## config.mk

```make
export PLATFORM = sky130hd
export DESIGN_NAME = rms_sq_accum
export DESIGN_NICKNAME = d
export VERILOG_FILES = /design/src/rtl/rms_sq_accum.sv
export SDC_FILE = /design/constraint.sdc
export NUM_CORES = 1
export LEC_CHECK = 0
export BUFFER_PORTS_ARGS = -buffer_cell sky130_fd_sc_hd__buf_2
export CAP_MARGIN = 15
export CORE_MARGIN = 1.5
export CORE_UTILIZATION = 53
export DETAILED_ROUTE_END_ITERATION = 10
export GPL_ROUTABILITY_DRIVEN = 0
export GPL_TIMING_DRIVEN = 1
export HOLD_SLACK_MARGIN = 0.15
export PLACE_DENSITY = 0.75
export SYNTH_ARGS = -nofsm -noshare
export SYNTH_HDL_FRONTEND = slang
export SYNTH_SLANG_ARGS = --single-unit
```

## constraint.sdc

```tcl
create_clock -name clk_i -period 1.8 [get_ports clk_i]
set_clock_uncertainty 0.15 [all_clocks]
set_input_delay 0.36 -clock clk_i [delete_from_list [all_inputs] [get_ports clk_i]]
set_output_delay 0.36 -clock clk_i [all_outputs]
set_load 0.01 [all_outputs]
```

## src/rtl/rms_sq_accum.sv

```systemverilog
// rms_sq_accum: sum of squares of 4-bit samples over contiguous 2^NSAMP_LOG2-sample windows.
// Latency: result lands two edges after the last sample of a window (square reg, then accumulator reg).
// Backpressure: none on the sample stream; an unacked result is overwritten and flagged on overrun_o.
// Optional: define RMS_SQ_PEAK_EN to add peak_o, the largest sample of the last completed window.
module rms_sq_accum #(
    parameter int NSAMP_LOG2  = 10,
    parameter int START_DELAY = 2
) (
    input  logic                      clk_i,
    input  logic                      rst_n_i,
    input  logic                      sync_i,
    input  logic [3:0]                sample_i,
    input  logic                      ack_i,
    output logic [8+NSAMP_LOG2-1:0]   sq_sum_o,
    output logic                      valid_o,
    output logic                      overrun_o,
    output logic                      busy_o
`ifdef RMS_SQ_PEAK_EN
    ,
    output logic [3:0]                peak_o
`endif
);

    localparam int SW = 8 + NSAMP_LOG2;
    // Delay load value; START_DELAY=0 bypasses ARM entirely so the load is unused then.
    localparam logic [3:0] DLY_LOAD = 4'((START_DELAY > 0) ? (START_DELAY - 1) : 0);
    localparam logic [NSAMP_LOG2-1:0] CNT_MAX = '1;

    typedef enum logic [1:0] {IDLE, ARM, ACCUM} state_t;

    state_t                 state_q, state_d;
    logic [3:0]             dly_q;
    logic [NSAMP_LOG2-1:0]  cnt_q;
    logic                   accept;
    logic [7:0]             sq_w;

    logic [7:0]             sq_q;
    logic                   sq_vld_q, sq_first_q, sq_last_q;
    logic [SW-1:0]          acc_q;
    logic                   acc_last_q;

    assign accept = (state_q == ACCUM) && !sync_i;
    assign sq_w   = {4'd0, sample_i} * {4'd0, sample_i};
    assign busy_o = (state_q != IDLE);

    // State register
    always_ff @(posedge clk_i or negedge rst_n_i) begin
        if (!rst_n_i) state_q <= IDLE;
        else          state_q <= state_d;
    end

    // Next state: sync always restarts; ARM hands over to ACCUM when the delay expires
    always_comb begin
        state_d = state_q;
        if (sync_i)
            state_d = (START_DELAY == 0) ? ACCUM : ARM;
        else if ((state_q == ARM) && (dly_q == 4'd0))
            state_d = ACCUM;
    end

    // Start-delay countdown and free-running in-window sample index
    always_ff @(posedge clk_i or negedge rst_n_i) begin
        if (!rst_n_i) begin
            dly_q <= 4'd0;
            cnt_q <= '0;
        end else if (sync_i) begin
            dly_q <= DLY_LOAD;
            cnt_q <= '0;
        end else begin
            if ((state_q == ARM) && (dly_q != 4'd0)) dly_q <= dly_q - 4'd1;
            if (state_q == ACCUM)                    cnt_q <= cnt_q + NSAMP_LOG2'(1);
        end
    end

    // Stage 1: square the accepted sample and tag window boundaries
    always_ff @(posedge clk_i or negedge rst_n_i) begin
        if (!rst_n_i) begin
            sq_q       <= 8'd0;
            sq_vld_q   <= 1'b0;
            sq_first_q <= 1'b0;
            sq_last_q  <= 1'b0;
        end else begin
            sq_q       <= accept ? sq_w : 8'd0;
            sq_vld_q   <= accept;
            sq_first_q <= accept && (cnt_q == '0);
            sq_last_q  <= accept && (cnt_q == CNT_MAX);
        end
    end

    // Stage 2: accumulate; the first square of a window reloads, sync kills a pending close
    always_ff @(posedge clk_i or negedge rst_n_i) begin
        if (!rst_n_i) begin
            acc_q      <= '0;
            acc_last_q <= 1'b0;
        end else if (sync_i) begin
            acc_last_q <= 1'b0;
        end else begin
            acc_last_q <= sq_vld_q && sq_last_q;
            if (sq_vld_q) acc_q <= sq_first_q ? SW'(sq_q) : (acc_q + SW'(sq_q));
        end
    end

    // Result register with valid/ack handshake and sticky overrun
    always_ff @(posedge clk_i or negedge rst_n_i) begin
        if (!rst_n_i) begin
            sq_sum_o  <= '0;
            valid_o   <= 1'b0;
            overrun_o <= 1'b0;
        end else if (acc_last_q && !sync_i) begin
            sq_sum_o <= acc_q;
            valid_o  <= 1'b1;
            if (valid_o && !ack_i) overrun_o <= 1'b1;
        end else begin
            if (sync_i)            overrun_o <= 1'b0;
            if (valid_o && ack_i)  valid_o   <= 1'b0;
        end
    end

`ifdef RMS_SQ_PEAK_EN
    logic [3:0] sq_smp_q, peak_acc_q;

    // Peak tracking runs alongside the square/accumulate pipeline
    always_ff @(posedge clk_i or negedge rst_n_i) begin
        if (!rst_n_i) begin
            sq_smp_q   <= 4'd0;
            peak_acc_q <= 4'd0;
        end else begin
            sq_smp_q <= accept ? sample_i : 4'd0;
            if (!sync_i && sq_vld_q)
                peak_acc_q <= (sq_first_q || (sq_smp_q > peak_acc_q)) ? sq_smp_q : peak_acc_q;
        end
    end

    // Peak output updates together with sq_sum_o
    always_ff @(posedge clk_i or negedge rst_n_i) begin
        if (!rst_n_i)                     peak_o <= 4'd0;
        else if (acc_last_q && !sync_i)   peak_o <= peak_acc_q;
    end
`endif

endmodule

```

# --- Word-level counts from Yosys, hierarchy flattened ---
# Cells that the tools add are included.
totals:
  reg_bits: 66
  inputBits: 8
  out_inout_bits: 21
  word_cells: 57
op_classes:
  n_addsub: 3
  n_mul: 1
  eq_ne: 4
  mux: 14
  n_bitwise: 1
  n_reduce_logical: 22
ops:
  columns: ["operator", "n"]
  rows:
  - ["$mux 10", 2]
  - ["$add 18x8->18", 1]
  - ["$mux 18", 1]
  - ["$reduce_bool 2->1", 6]
  - ["$add 10x1->10 const B", 1]
  - ["$eq 10x10->1 const B", 1]
  - ["$logic_not 10->1", 1]
  - ["$logic_and 1x1->1", 9]
  - ["$mul 4x4->8", 1]
  - ["$mux 4", 2]
  - ["$mux 8", 1]
  - ["$mux 1", 6]
  - ["$logic_not 4->1", 1]
  - ["$mux 2", 2]
  - ["$reduce_and 2->1", 2]
  - ["$reduce_bool 4->1", 1]
  - ["$sub 4x1->4 const B", 1]
  - ["$eq 2x1->1 const B", 1]
  - ["$eq 2x2->1 const B", 1]
  - ["$logic_not 1->1", 2]
  - ["$ne 2x1->1 const B", 1]
  - ["$not 1->1", 1]

# --- Depth between registers and ports, before layout ---
# Gate-level depths: netlist of the first run.
depth:
  word_depth: 4
  ltp_mapped: 7
  ltp_nobuf: 7

# --- Worst setup path before layout of the first run ---
# No wires, ideal clock.
synth_path:
  kind: "register -> register"
  startpoint: "register sq_q[0]"
  endpoint: "register acc_q[6]"
  setup_ns: 0.069
  arrival_time_ns: 1.803
  required_time_ns: 1.581
  path_slack_ns: -0.221
  stages_incl_launch_ff: 8
  path_buffers: 0
  synth_period_minus_slack_ns: 2.021
  path_cell_list: "dfrtp_1 -> ha_1 -> ha_1 -> a211o_1 -> a21oi_1 -> o21bai_1 -> or4b_1 -> nand3_1"
synth_via:
  elab_chain_cells: 2
synth_lines:
  columns: ["element", "line", "text"]
  rows:
  - ["start: declaration", "37", "logic [7:0] sq_q;"]
  - ["start signal: assignment", "83", "sq_q <= accept ? sq_w : 8'd0;"]
  - ["$add 18x8->18", "99", "if (sq_vld_q) acc_q <= sq_first_q ? SW'(sq_q) : (acc_q + SW'(sq_q));"]
  - ["$mux 18", "99", null]
  - ["end signal: assignment", "99", null]
  - ["end: declaration", "39", "logic [SW-1:0] acc_q;"]
# No other way between the ends.
# A chain may end at the register's enable or synchronous reset.

# --- Worst setup path in the final report of the first run ---
layout_path:
  startpoint: "register acc_q[0]"
  endpoint: "register acc_q[6]"
layout_via:
  elab_chain_cells: 2
layout_lines:
  columns: ["element", "line"]
  rows:
  - ["$add 18x8->18", "99"]
  - ["$mux 18", "99"]
# No other way between the ends.

==> results, run 1 <==
- The total negative slack for setup checks is -1610 ps.
- The DRC violation count after routing is 0.
- Across every metal layer, demand over resource in global routing totals a little under a quarter.
- The initial antenna violation count is 0.
- The wire length reported by the detailed router is 7270 um.
- The net count of the finished layout is 414.
- After layout, the worst path uses 112% of the clock period.
- The clock passes through at most 2 buffers.
- The die covers approximately 6700 um2.
- Along the worst path, the maximum fanout reaches 3.
- The region available for standard cell placement spans 5960 um2.
- The data arrival at the endpoint of the critical path is 2150 ps.
- The overall power is ~3400 uW.
- The total global routing overflow is 0.
- In this run the worst setup path begins at acc_q[0].
- Yosys mapped a number of flops with a built-in enable equal to 0.
- The class of the most critical hold timing path is in -> reg.
- The smallest clock period supported by the final layout is computed as 2020 ps.
- The first-pass GRT wire length is roughly 11000 um.
- The via count of the first global-routing pass is 2486.
- The number of hold-slack violations in the final timing report is 0.
- The count of distinct cell types in the synthesized netlist is 49.
- In this run, synthesis produced a sequential element count of 65.
- In this design, the stage delay of the slowest critical-path cell is ~470 ps.
- The kind of start point of the critical path is a flop.
- The number of I/O port buffers is 28.
- Counting every net in the synthesized netlist gives 336.
- Synthesis handed over a netlist of 313 instances.
- The top achievable clock speed is approximately 500 MHz.
- The TritonCTS clock tree is done.
- The share of the Yosys chip area taken by registers is 49.6%.
- The proportion of register bits with asynchronous set or reset after synthesis is 100%.
- For the pin with the worst max-slew slack, the measured transition is approximately 370 ps.
- 29 I/O pins were placed.
- The width of the die is 81.6 um.
- The mapped cell area is 3280 um2.
- Clock-pin slew was measured on the worst setup and hold paths at 80 ps.
- The main flop type after synthesis is dfrtp_1.
- For this design, the sink count on the clock tree is 65.
- The number of max-cap violations is 0.
- The residual antenna-violating net count after detailed routing is 0.
- The insertion delay to the later sink of the worst-skew pair is between 300 and 400 ps.
- Setup repair after global routing could not meet its margin everywhere.
- In this run the power density over the cells is 787 nW/um2.
- The checks that failed: negative setup slack.
- Dividing the detail-routed wire length by the instance count gives approximately 15 um.
- The H-tree depth reported by CTS is 3.
- The critical setup path kind is reg -> reg.
- The tree is rooted in a clkbuf_8.
- The slowest stage of the critical path is the or4b_1 cell.
- The number of failing setup endpoints in the final timing report is 12.
- The max-slew violation count is 0.
- The antenna cell count is 0.
- The worst register-to-register path begins at acc_q[0].
- During synthesis, Yosys emitted a total of 0 warnings.
- The routed layout has 2606 vias.
- In this run the critical register-to-register path is captured at acc_q[6].
- Dividing the detail-routed via count by the number of cells gives between 5 and 6.
- The filler cells instantiated in the layout total slightly above 400.
- Walking the worst path, the cells encountered are ha_4, ha_4, a211o_1, a21oi_2, o21bai_1, or4b_1, nand3_1.
- Across all register-to-register paths, the minimum setup slack is -220 ps.
- Cells with a size suffix above 1 make up 34.8% of the layout.
- The worst reg2reg path depth is 7.
- In this run the worst setup path terminates at acc_q[6].
- The post-route worst setup slack is -217 ps.
- The largest net degree at the start of global routing is 66.
- The kind of end point of the critical path is a flop.
- The critical path's most frequent cell is ha_4.
- The run finished, with violations left.
- The number of clock buffers added by TritonCTS is 9.
- The max-slew headroom at the worst pin is between 70 and 80%.
- The static leakage is 0.00212 uW.
- The synthesis-to-layout area growth is 31.9%.
- Once detailed placement completed, the half-perimeter wirelength came to 4590 um.
- The average cell area after synthesis is ~10 um2.
- At the worst endpoint, the required time is about 1900 ps.
- The first routing iteration left between 100 and 150 violations.
- The vertical extent of the die is 81.6 um.
- The first detailed-routing pass ran for 4 iterations.
- VDD sags by at most 657 uV.
- The effective utilization at floorplan is 55.0%.
- The count of standard-cell rows is 28.
## where the power goes
group          switching [uW]  internal (uW)
registers                72.0           1530
logic                     259            275
clock network             593            673
## cell usage after synthesis, types with 4 or more instances
master | number | area (um2)
nand2b_1 | 9 | 56.3
xnor2_1 | 7 | 61.3
nand3_1 | 7 | 35.0
clkbuf_1 | 7 | 26.3
ha_1 | 15 | 188
o21ai_0 | 13 | 65.1
nand4_1 | 9 | 56.3
mux2_2 | 15 | 169
nand2_1 | 28 | 105
nor2_1 | 22 | 82.6
nor3b_1 | 4 | 30.0
and2_1 | 9 | 56.3
xor2_1 | 9 | 78.8
and3_1 | 6 | 37.5
nor3_1 | 5 | 25.0
a211oi_1 | 4 | 30.0
mux2i_1 | 7 | 70.1
dfrtp_1 | 65 | 1630
a21oi_1 | 14 | 70.1
inv_1 | 13 | 48.8
## metrics by stage
step	worst slack, ps	hold WS [ps]	area (um2)	util, %	instances
2_1_floorplan	-144	-85.6	3330	-	313
3_3_place_gp	-175	250	3800	63.8	439
3_5_place_dp	-191	253	3800	63.8	439
4_1_cts	-227	153	4190	70.3	467
5_1_grt	-303	175	4330	72.6	471
6_report	-217	168	4330	72.6	471
## cells in the final DEF (no fill, tap or decap), types with 3 or more instances in the layout
| cell type | count |
|---|---|
| dfrtp_1 | 65 |
| buf_4 | 38 |
| buf_2 | 28 |
| nand2_1 | 27 |
| nor2_1 | 22 |
| mux2_2 | 15 |
| inv_1 | 13 |
| a21oi_1 | 11 |
| clkbuf_8 | 10 |
| and2_1 | 9 |
| nand2b_1 | 9 |
| xor2_1 | 9 |
| nand4_1 | 9 |
| o21ai_0 | 9 |
| ha_1 | 8 |
| mux2i_1 | 7 |
| ha_4 | 7 |
| xnor2_1 | 6 |
| dlygate4sd3_1 | 6 |
| and3_1 | 5 |
| nand3_1 | 5 |
| nor3_1 | 4 |
| buf_6 | 4 |
| nor2b_1 | 3 |
| a21o_1 | 3 |
| a211o_1 | 3 |
| a21oi_2 | 3 |
| o21ai_1 | 3 |
## final cells by class
type | count | area, um2 | share of cell area [%]
Clock buffer | 11 | 141 | 3.27
Clock inverter | 5 | 55.1 | 1.27
Inverter | 13 | 48.8 | 1.13
Multi-Input combinational cell | 224 | 1790 | 41.4
Sequential cell | 65 | 1630 | 37.6
Tap cell | 75 | 93.8 | 2.17
Timing Repair Buffer | 78 | 571 | 13.2
## sequential cells by signal (all words and copies together), names as in the netlist
signal      count
acc_q          18
sq_sum_o       18
cnt_q          10
sq_q            7
dly_q           4
state_q         2
acc_last_q      1
overrun_o       1
sq_first_q      1
sq_last_q       1
sq_vld_q        1
valid_o         1
## cell families after synthesis
kind of cell             synth area share [%]
AO/OA/AOI/OAI                            12.4
XOR/XNOR                                 4.27
adder cells (fa/ha/maj)                  5.73
buffers and inverters                    2.86
flip-flops                               49.6
multiplexers                             7.29
AND/OR/NAND/NOR                          17.8
## critical path: cells and delay by family, from the launching register on
family                   cells  cell delay, ps
adder cells (fa/ha/maj)      2             330
AND/OR/NAND/NOR              2             560
flip-flops                   1             420
AO/OA/AOI/OAI                3             500
## what timing repair did
item	4_1_cts	5_1_grt
resized for setup	15	21
cloned	0	0
pin swaps	15	17
hold buffers	6	0
buffers inserted	7	6
endpoints found under the setup margin	14	18
hold endpoints to repair	72	0
## worst min-delay path by stage
stage	startpoint	to	slack, ps	cells past startpoint
after detailed placement	rst_n_i	sq_sum_o[16]	250	2
after global placement	rst_n_i	sq_sum_o[16]	250	2
after floorplan	rst_n_i	acc_last_q	-90	0
after CTS	sample_i[1]	sq_q[2]	150	2
final	sample_i[1]	sq_q[2]	170	2
after global routing	sample_i[1]	sq_q[2]	170	2
## metal layers
layer	track usage [%]	wire (um)
met5	0	0
met4	8.81	108
met3	5.89	261
met2	39.3	3680
met1	28.5	3220
(Power assumes the default switching activity.)
==> run 2, diff against run 1 <==
--- a/config.mk
+++ b/config.mk
@@ -5,11 +5,11 @@
 export SDC_FILE = /design/constraint.sdc
 export NUM_CORES = 1
 export LEC_CHECK = 0
-export BUFFER_PORTS_ARGS = -buffer_cell sky130_fd_sc_hd__buf_2
 export CAP_MARGIN = 15
 export CORE_MARGIN = 1.5
-export CORE_UTILIZATION = 53
+export CORE_UTILIZATION = 57
 export DETAILED_ROUTE_END_ITERATION = 10
+export DONT_BUFFER_PORTS = 1
 export GPL_ROUTABILITY_DRIVEN = 0
 export GPL_TIMING_DRIVEN = 1
 export HOLD_SLACK_MARGIN = 0.15
==> constraint.sdc (replaced) <==
create_clock -name clk_i -period 1.8 [get_ports clk_i]
set_clock_uncertainty 0.15 [all_clocks]
set_input_delay 0.36 -clock clk_i [delete_from_list [all_inputs] [get_ports clk_i]]
set_output_delay 0.36 -clock clk_i [all_outputs]
set_load 0.02 [all_outputs]
==> run 2 against run 1 <==
Against the previous run:
- the run ends with negative hold slack, negative setup slack left
- core utilization is 3.4 points higher
- register-to-register slack worse by 97 ps
- cell area is 2.6% lower
- cell count is 6.4% lower
- hold slack worse by 640 ps
- highest routed layer unchanged
==> results, run 2 (synthesized netlist as in run 1, its figures left out) <==
- The number of hold-slack violations in the final timing report is 65 (was 0).
- The wire length reported by the detailed router is 7290 um (was 7270 um).
- The transition time at the pin with the least slew margin was 623 ps (was 370 ps).
- The launching element of the worst setup path was sq_q[0] (was acc_q[0]).
- The effective utilization at floorplan is 59.2% (was 55.0%).
- The ratio of final minimum period to clock period is 117% (was 112%).
- Ordered list of cells on the worst path: ha_4, ha_4, a211o_1, a21oi_2, o21bai_1, or4b_1, nand3_1 (unchanged).
- The number of I/O port buffers came to 0 (was 28).
- Violations in the final reports: negative hold slack, negative setup slack (was negative setup slack).
- The number of optimization iterations in the first detailed-route pass came to 4 (unchanged).
- The synthesis-to-layout area growth is 28.5% (was 31.9%).
- The count of standard-cell rows is 27 (was 28).
- The number of top-level pins came to 29 (unchanged).
- The total number of nets in the final design is 387 (was 414).
- The die footprint is 6210 um2 (was 6670 um2).
- The post-route minimum period is 2110 ps (was 2020 ps).
- Regs by FF count: acc_q x18, sq_sum_o x18, cnt_q x10 (unchanged).
- The via count of the first global-routing pass is 2559 (was 2486).
- The critical path's most frequent cell is ha_4 (unchanged).
- The fraction of the core area covered by cells at the end of the flow is 76.0% (was 72.6%).
- The critical setup path kind is reg -> reg (unchanged).
- The first-pass GRT wire length is 11600 um (was 11400 um).
- The vertical extent of the die came to 78.8 um (was 81.6 um).
- The overall power is 3350 uW (was 3400 uW).
- The highest ir drop seen on vdd came to 652 uV (was 657 uV).
- The residual antenna-violating net count after detailed routing was 0 (unchanged).
- The clock net sink count is 65 (unchanged).
- The ratio of cells with drive above 1 in the final layout is 29.8% (was 34.8%).
- The cell with the biggest individual delay on the critical path is or4b_1 (unchanged).
- The all-layer global routing usage is 24.3% (was 23.2%).
- The number of failing setup endpoints in the final timing report came to 13 (was 12).
- The largest net degree at the start of global routing came to 66 (unchanged).
- The half-perimeter wire length after placement is 4440 um (was 4590 um).
- The total negative slack for setup checks was -2170 ps (was -1610 ps).
- The data arrival at the endpoint of the critical path is 2260 ps (was 2150 ps).
- The core footprint is 5540 um2 (was 5960 um2).
- The initial antenna violation count is 0 (unchanged).
- The insertion delay to the later sink of the worst-skew pair is 350 ps (about the same).
- The average wire length per cell after detail routing is 16.5 um (was 15.4 um).
- The post-placement cell area is 3630 um2 (was 3800 um2).
- The mean number of vias per cell is 5.73 (was 5.53).
- The critical path required time came to 1940 ps (about the same).
- The max-slew headroom at the worst pin is 58.3% (was 75.1%).
- The antenna cell count is 0 (unchanged).
- Setup repair after global routing missed its margin: true (unchanged).
- The TritonCTS clock tree is done (unchanged).
- The width of the die is 78.8 um (was 81.6 um).
- The register area was 1630 um2 (unchanged).
- The via count is 2526 (was 2606).
- The max-slew violation count was 0 (unchanged).
- The iteration-0 DRC count of the detailed router is 190 (was 147).
- The top achievable clock speed was 473 MHz (was 496 MHz).
- The number of buffers added by the clock tree synthesis step came to 9 (unchanged).
- The total global routing overflow came to 0 (unchanged).
- The worst setup slack for register-to-register paths came to -310 ps (was -220 ps).
- The power density over the cells is 795 nW/um2 (was 787 nW/um2).
- The post-route worst setup slack is -314 ps (was -217 ps).
- The number of max-cap violations is 0 (unchanged).
- The clock-pin slew on the worst setup and hold paths is 80 ps (about the same).
- The final instance area came to 4210 um2 (was 4330 um2).
- The H-tree depth reported by CTS is 3 (unchanged).
- The clock tree buffer depth is 2 (unchanged).
- The reg-to-reg critical path startpoint is sq_q[0] (was acc_q[0]).
- The multi-input gate area in the final layout is 1800 um2 (was 1790 um2).
- The worst hold slack is -469 ps (was 168 ps).
- The end of the worst register-to-register path is acc_q[6] (unchanged).
- The kind of end point of the critical path is a flop (unchanged).
- The most common library cell in the layout ignoring fill and taps is dfrtp_1 (unchanged).
- The kind of start point of the critical path is a flop (unchanged).
- The count of hold buffers inserted by post-cts repair came to 6 (unchanged).
- The largest stage delay on the critical path is 500 ps (was 470 ps).
- The number of fill cells in the layout is 363 (was 407).
- The DRC violation count after routing came to 0 (unchanged).
- The worst reg2reg path depth is 7 (unchanged).
- The maximum fanout along the worst path is 3 (unchanged).
- The class of the most critical hold timing path is in -> async (was in -> reg).
- Outcome: complete, but fails checks (unchanged).
- The static leakage is 0.00199 uW (was 0.00212 uW).
- Commonest non-fill, non-tap cells in the layout: dfrtp_1, buf_4, nand2_1 (was dfrtp_1, buf_4, buf_2).
- The buffer type at the clock tree root was clkbuf_8 (unchanged).
- The capturing element of the worst setup path is acc_q[6] (unchanged).
-- run 2: cell count changes in the layout (fill, tap and decap cells not counted), sizes merged --
cell | previous run | this run
buf | 72 | 45
clkinvlp | 2 | 1
clkbuf | 11 | 9
clkinv | 2 | 3
inv | 13 | 15
-- run 2: critical path: cells and delay by family (launching register included) --
kind | cells | cell delay (ps)
fa+ha+maj | 2 | 340
simple gates | 2 | 600
flops | 1 | 410
compound gates | 3 | 550
-- run 2: how the worst min path moves through the flow --
stage | startpoint | endpoint | slack (ps) | cells after the start
2_1_floorplan | rst_n_i | acc_last_q | -90 | 0
3_3_place_gp | rst_n_i | sq_sum_o[16] | -80 | 0
3_5_place_dp | rst_n_i | sq_sum_o[15] | -80 | 0
4_1_cts | rst_n_i | sq_sum_o[13] | -470 | 0
5_1_grt | rst_n_i | sq_sum_o[16] | -480 | 0
6_report | rst_n_i | sq_sum_o[17] | -470 | 0
-- run 2: layer usage --
metal	track usage (%)	vias to the layer above	wire length, um
li1	-	1215	-
met1	30.0	1227	3090
met2	38.5	63	3610
met3	5.75	21	337
met4	14.7	0	247
met5	0	-	0
-- run 2: per-stage QoR --
| stage | setup WS [ps] | std cells | hold WS, ps |
|---|---|---|---|
| after floorplan | -144 | 313 | -85.6 |
| after global placement | -175 | 408 | -83.9 |
| after detailed placement | -231 | 408 | -84.4 |
| after CTS | -239 | 435 | -471 |
| after global routing | -345 | 441 | -483 |
| final | -314 | 441 | -469 |
-- run 2: layout make-up --
cell class	count	area share (%)
tap	72	2.14
inverter	13	1.16
multi-input combinational	224	42.8
clock inverter	7	1.84
clock buffer	9	2.94
sequential	65	38.6
timing repair buffer	51	10.5
-- run 2: where the power goes --
| group | total [uW] | internal (uW) | leakage [uW] | switching, uW |
|---|---|---|---|---|
| Clock | 1260 | 650 | 0.000100 | 612 |
| Sequential | 1610 | 1530 | 0.000882 | 76.0 |
| Combinational | 482 | 253 | 0.00100 | 228 |
| Total | 3350 | 2430 | 0.00199 | 917 |
-- run 2: repair_timing --
action,4_1_cts,5_1_grt
hold endpoints to repair,88,65
pin swaps,17,11
cloned,1,0
gates resized for setup,20,17
buffers inserted,4,6
setup endpoints to repair,14,20
==> run 3, diff against run 2 <==
--- a/config.mk
+++ b/config.mk
@@ -7,13 +7,11 @@
 export LEC_CHECK = 0
 export CAP_MARGIN = 15
 export CORE_MARGIN = 1.5
-export CORE_UTILIZATION = 57
+export CORE_UTILIZATION = 42
 export DETAILED_ROUTE_END_ITERATION = 10
 export DONT_BUFFER_PORTS = 1
-export GPL_ROUTABILITY_DRIVEN = 0
 export GPL_TIMING_DRIVEN = 1
 export HOLD_SLACK_MARGIN = 0.15
-export PLACE_DENSITY = 0.75
 export SYNTH_ARGS = -nofsm -noshare
 export SYNTH_HDL_FRONTEND = slang
 export SYNTH_SLANG_ARGS = --single-unit
==> run 3 against run 2 <==
Against the previous run:
- the run still ends with negative hold slack, negative setup slack left
- total power up 1.4%
- sequential share of layout area rose by 0.41 points
- hold slack improved by 19 ps
- setup slack better by 110 ps
- wire length down 6.4%
- critical path type unchanged
==> results, run 3 (synthesized netlist as in run 1, its figures left out) <==
- Outcome: complete, but fails checks (unchanged).
- Violations in the final reports: negative hold slack, negative setup slack (unchanged).
- The max-slew headroom at the worst pin was 56.6% (was 58.3%).
- The post-route worst setup slack is -208 ps (was -314 ps).
- The effective utilization at floorplan is 42.9% (was 59.2%).
- The max-slew violation count was 0 (unchanged).
- The post-route minimum period is 2010 ps (was 2110 ps).
- The count of hold buffers inserted by post-cts repair is 6 (unchanged).
- The static leakage is 0.00195 uW (was 0.00199 uW).
- The average wire length per cell after detail routing came to 14.7 um (was 16.5 um).
- The DRC violation count after routing is 0 (unchanged).
- The vertical extent of the die came to 91.3 um (was 78.8 um).
- The highest ir drop seen on vdd came to 413 uV (was 652 uV).
- The transition time at the pin with the least slew margin is 649 ps (was 623 ps).
- The via count of the first global-routing pass came to 2501 (was 2559).
- The top achievable clock speed was 498 MHz (was 473 MHz).
- The number of fill cells in the layout is 648 (was 363).
- The worst hold slack was -450 ps (was -469 ps).
- The number of max-cap violations is 0 (unchanged).
- The total global routing overflow is 0 (unchanged).
- The residual antenna-violating net count after detailed routing is 0 (unchanged).
- Commonest non-fill, non-tap cells in the layout: dfrtp_1, buf_4, nand2_1 (unchanged).
- The die footprint is 8340 um2 (was 6210 um2).
- The antenna cell count came to 0 (unchanged).
- The width of the die was 91.3 um (was 78.8 um).
- The all-layer global routing usage was 18.1% (was 24.3%).
- The kind of start point of the critical path was a flop (unchanged).
- The clock-pin slew on the worst setup and hold paths was 80 ps (about the same).
- The fraction of the core area covered by cells at the end of the flow is 54.5% (was 76.0%).
- The clock tree buffer depth was 2 (unchanged).
- The congestion estimate from routability-driven global placement came to ~0.84.
- The power density over the cells is 814 nW/um2 (was 795 nW/um2).
- The most common library cell in the layout ignoring fill and taps is dfrtp_1 (unchanged).
- The register area is 1630 um2 (unchanged).
- Regs by FF count: acc_q x18, sq_sum_o x18, cnt_q x10 (unchanged).
- Setup repair after global routing missed its margin: true (unchanged).
- The iteration-0 DRC count of the detailed router is 55 (was 190).
- The multi-input gate area in the final layout is 1780 um2 (was 1800 um2).
- The mean number of vias per cell is 5.18 (was 5.73).
- The initial antenna violation count is 0 (unchanged).
- The number of buffers added by the clock tree synthesis step came to 9 (unchanged).
- The core footprint is 7650 um2 (was 5540 um2).
- The clock net sink count is 65 (unchanged).
- The critical setup path kind was reg -> reg (unchanged).
- The class of the most critical hold timing path is in -> async (unchanged).
- The largest net degree at the start of global routing is 66 (unchanged).
- The first-pass GRT wire length was 11800 um (was 11600 um).
- The count of standard-cell rows is 32 (was 27).
- The H-tree depth reported by CTS is 3 (unchanged).
- The data arrival at the endpoint of the critical path is 2140 ps (was 2260 ps).
- The critical path required time is 1930 ps (was 1940 ps).
- The number of optimization iterations in the first detailed-route pass came to 4 (unchanged).
- The total number of nets in the final design is 382 (was 387).
- The number of top-level pins is 29 (unchanged).
- The wire length reported by the detailed router is 6830 um (was 7290 um).
- The insertion delay to the later sink of the worst-skew pair is 340 ps (was 350 ps).
- The ratio of final minimum period to clock period is 112% (was 117%).
- The number of failing setup endpoints in the final timing report is 11 (was 13).
- The number of hold-slack violations in the final timing report is 65 (unchanged).
- The buffer type at the clock tree root was clkbuf_8 (unchanged).
- The TritonCTS clock tree is done (unchanged).
- The half-perimeter wire length after placement is 4460 um (was 4440 um).
- The final instance count without filler cells came to 466 (was 441).
- The ratio of cells with drive above 1 in the final layout is 28.6% (was 29.8%).
- The via count is 2416 (was 2526).
- The maximum fanout along the worst path is 3 (unchanged).
- The placed cell count is 435 (was 408).
- The kind of end point of the critical path is a flop (unchanged).
- The synthesis-to-layout area growth was 27.2% (was 28.5%).
- The number of I/O port buffers was 0 (unchanged).
- The overall power was 3400 uW (was 3350 uW).
-- run 3: changes by cell type in the layout (fill, tap and decap cells not counted), moves of 2 or more --
cell and change:
buf_4 -3, clkbuf_8 +3, clkinv_4 -2, inv_6 -2
-- run 3: layer usage --
layer | vias up | GRT usage, % | share of wire (%) | wire length (um)
met2 | 31 | 29.5 | 48 | 3280
met4 | 0 | 8.46 | 1.7 | 114
li1 | 1202 | - | - | -
met1 | 1174 | 21.9 | 47 | 3220
met5 | - | 0 | 0 | 0
met3 | 9 | 5.03 | 3.1 | 209
-- run 3: area by class of cell --
type	count	area share [%]
multi-input cells	224	42.7
flip-flops and latches	65	39.0
repair buffers	46	8.91
clock buffers	12	3.96
well taps	102	3.06
clock inverters	4	1.20
inverters	13	1.17
-- run 3: path summary, 6_finish.rpt --
kind / endpoint / slack (ps) / cells after the start / start
max in group asynchronous: sq_q[7] / 1840 / 0 / rst_n_i
min reg2reg: acc_last_q / 300 / 1 / sq_last_q
min: sq_sum_o[16] / -450 / 0 / rst_n_i
min in group clk_i: acc_q[14] / 160 / 3 / sync_i
max: acc_q[6] / -210 / 7 / sq_q[0]
max reg2reg: acc_q[6] / -210 / 7 / sq_q[0]
-- run 3: report_power, final --
| part | internal (uW) | leakage, uW | switching, uW |
|---|---|---|---|
| combinational | 252 | 0.000963 | 219 |
| sequential | 1530 | 0.000882 | 72.9 |
| clock | 751 | 0.000105 | 570 |
| total | 2530 | 0.00195 | 862 |
-- run 3: repair_timing --
| action | 4_1_cts | 5_1_grt |
|---|---|---|
| buffers inserted | 5 | 4 |
| gates resized for setup | 10 | 22 |
| pin swaps | 14 | 14 |
| endpoints found under the setup margin | 14 | 16 |
| endpoints found under the hold margin | 87 | 65 |
| cloned | 0 | 0 |
-- run 3: through the flow --
stage,TNS [ps],cell area (um2),setup slack (ps),hold slack (ps)
floorplan,-279,3330,-144,-85.6
global placement,-1150,3650,-187,-83.2
detailed placement,-1380,3650,-205,-83.6
CTS,-1450,4020,-230,-468
global route,-2030,4170,-307,-474
finish,-951,4170,-208,-450
-- run 3: critical path, stage by stage (launching register included) --
cell and delay, ps:
dfrtp_1 410, ha_4 180, ha_4 150, a211o_1 290
a21oi_2 120, o21bai_1 80, or4b_1 470, nand3_1 90
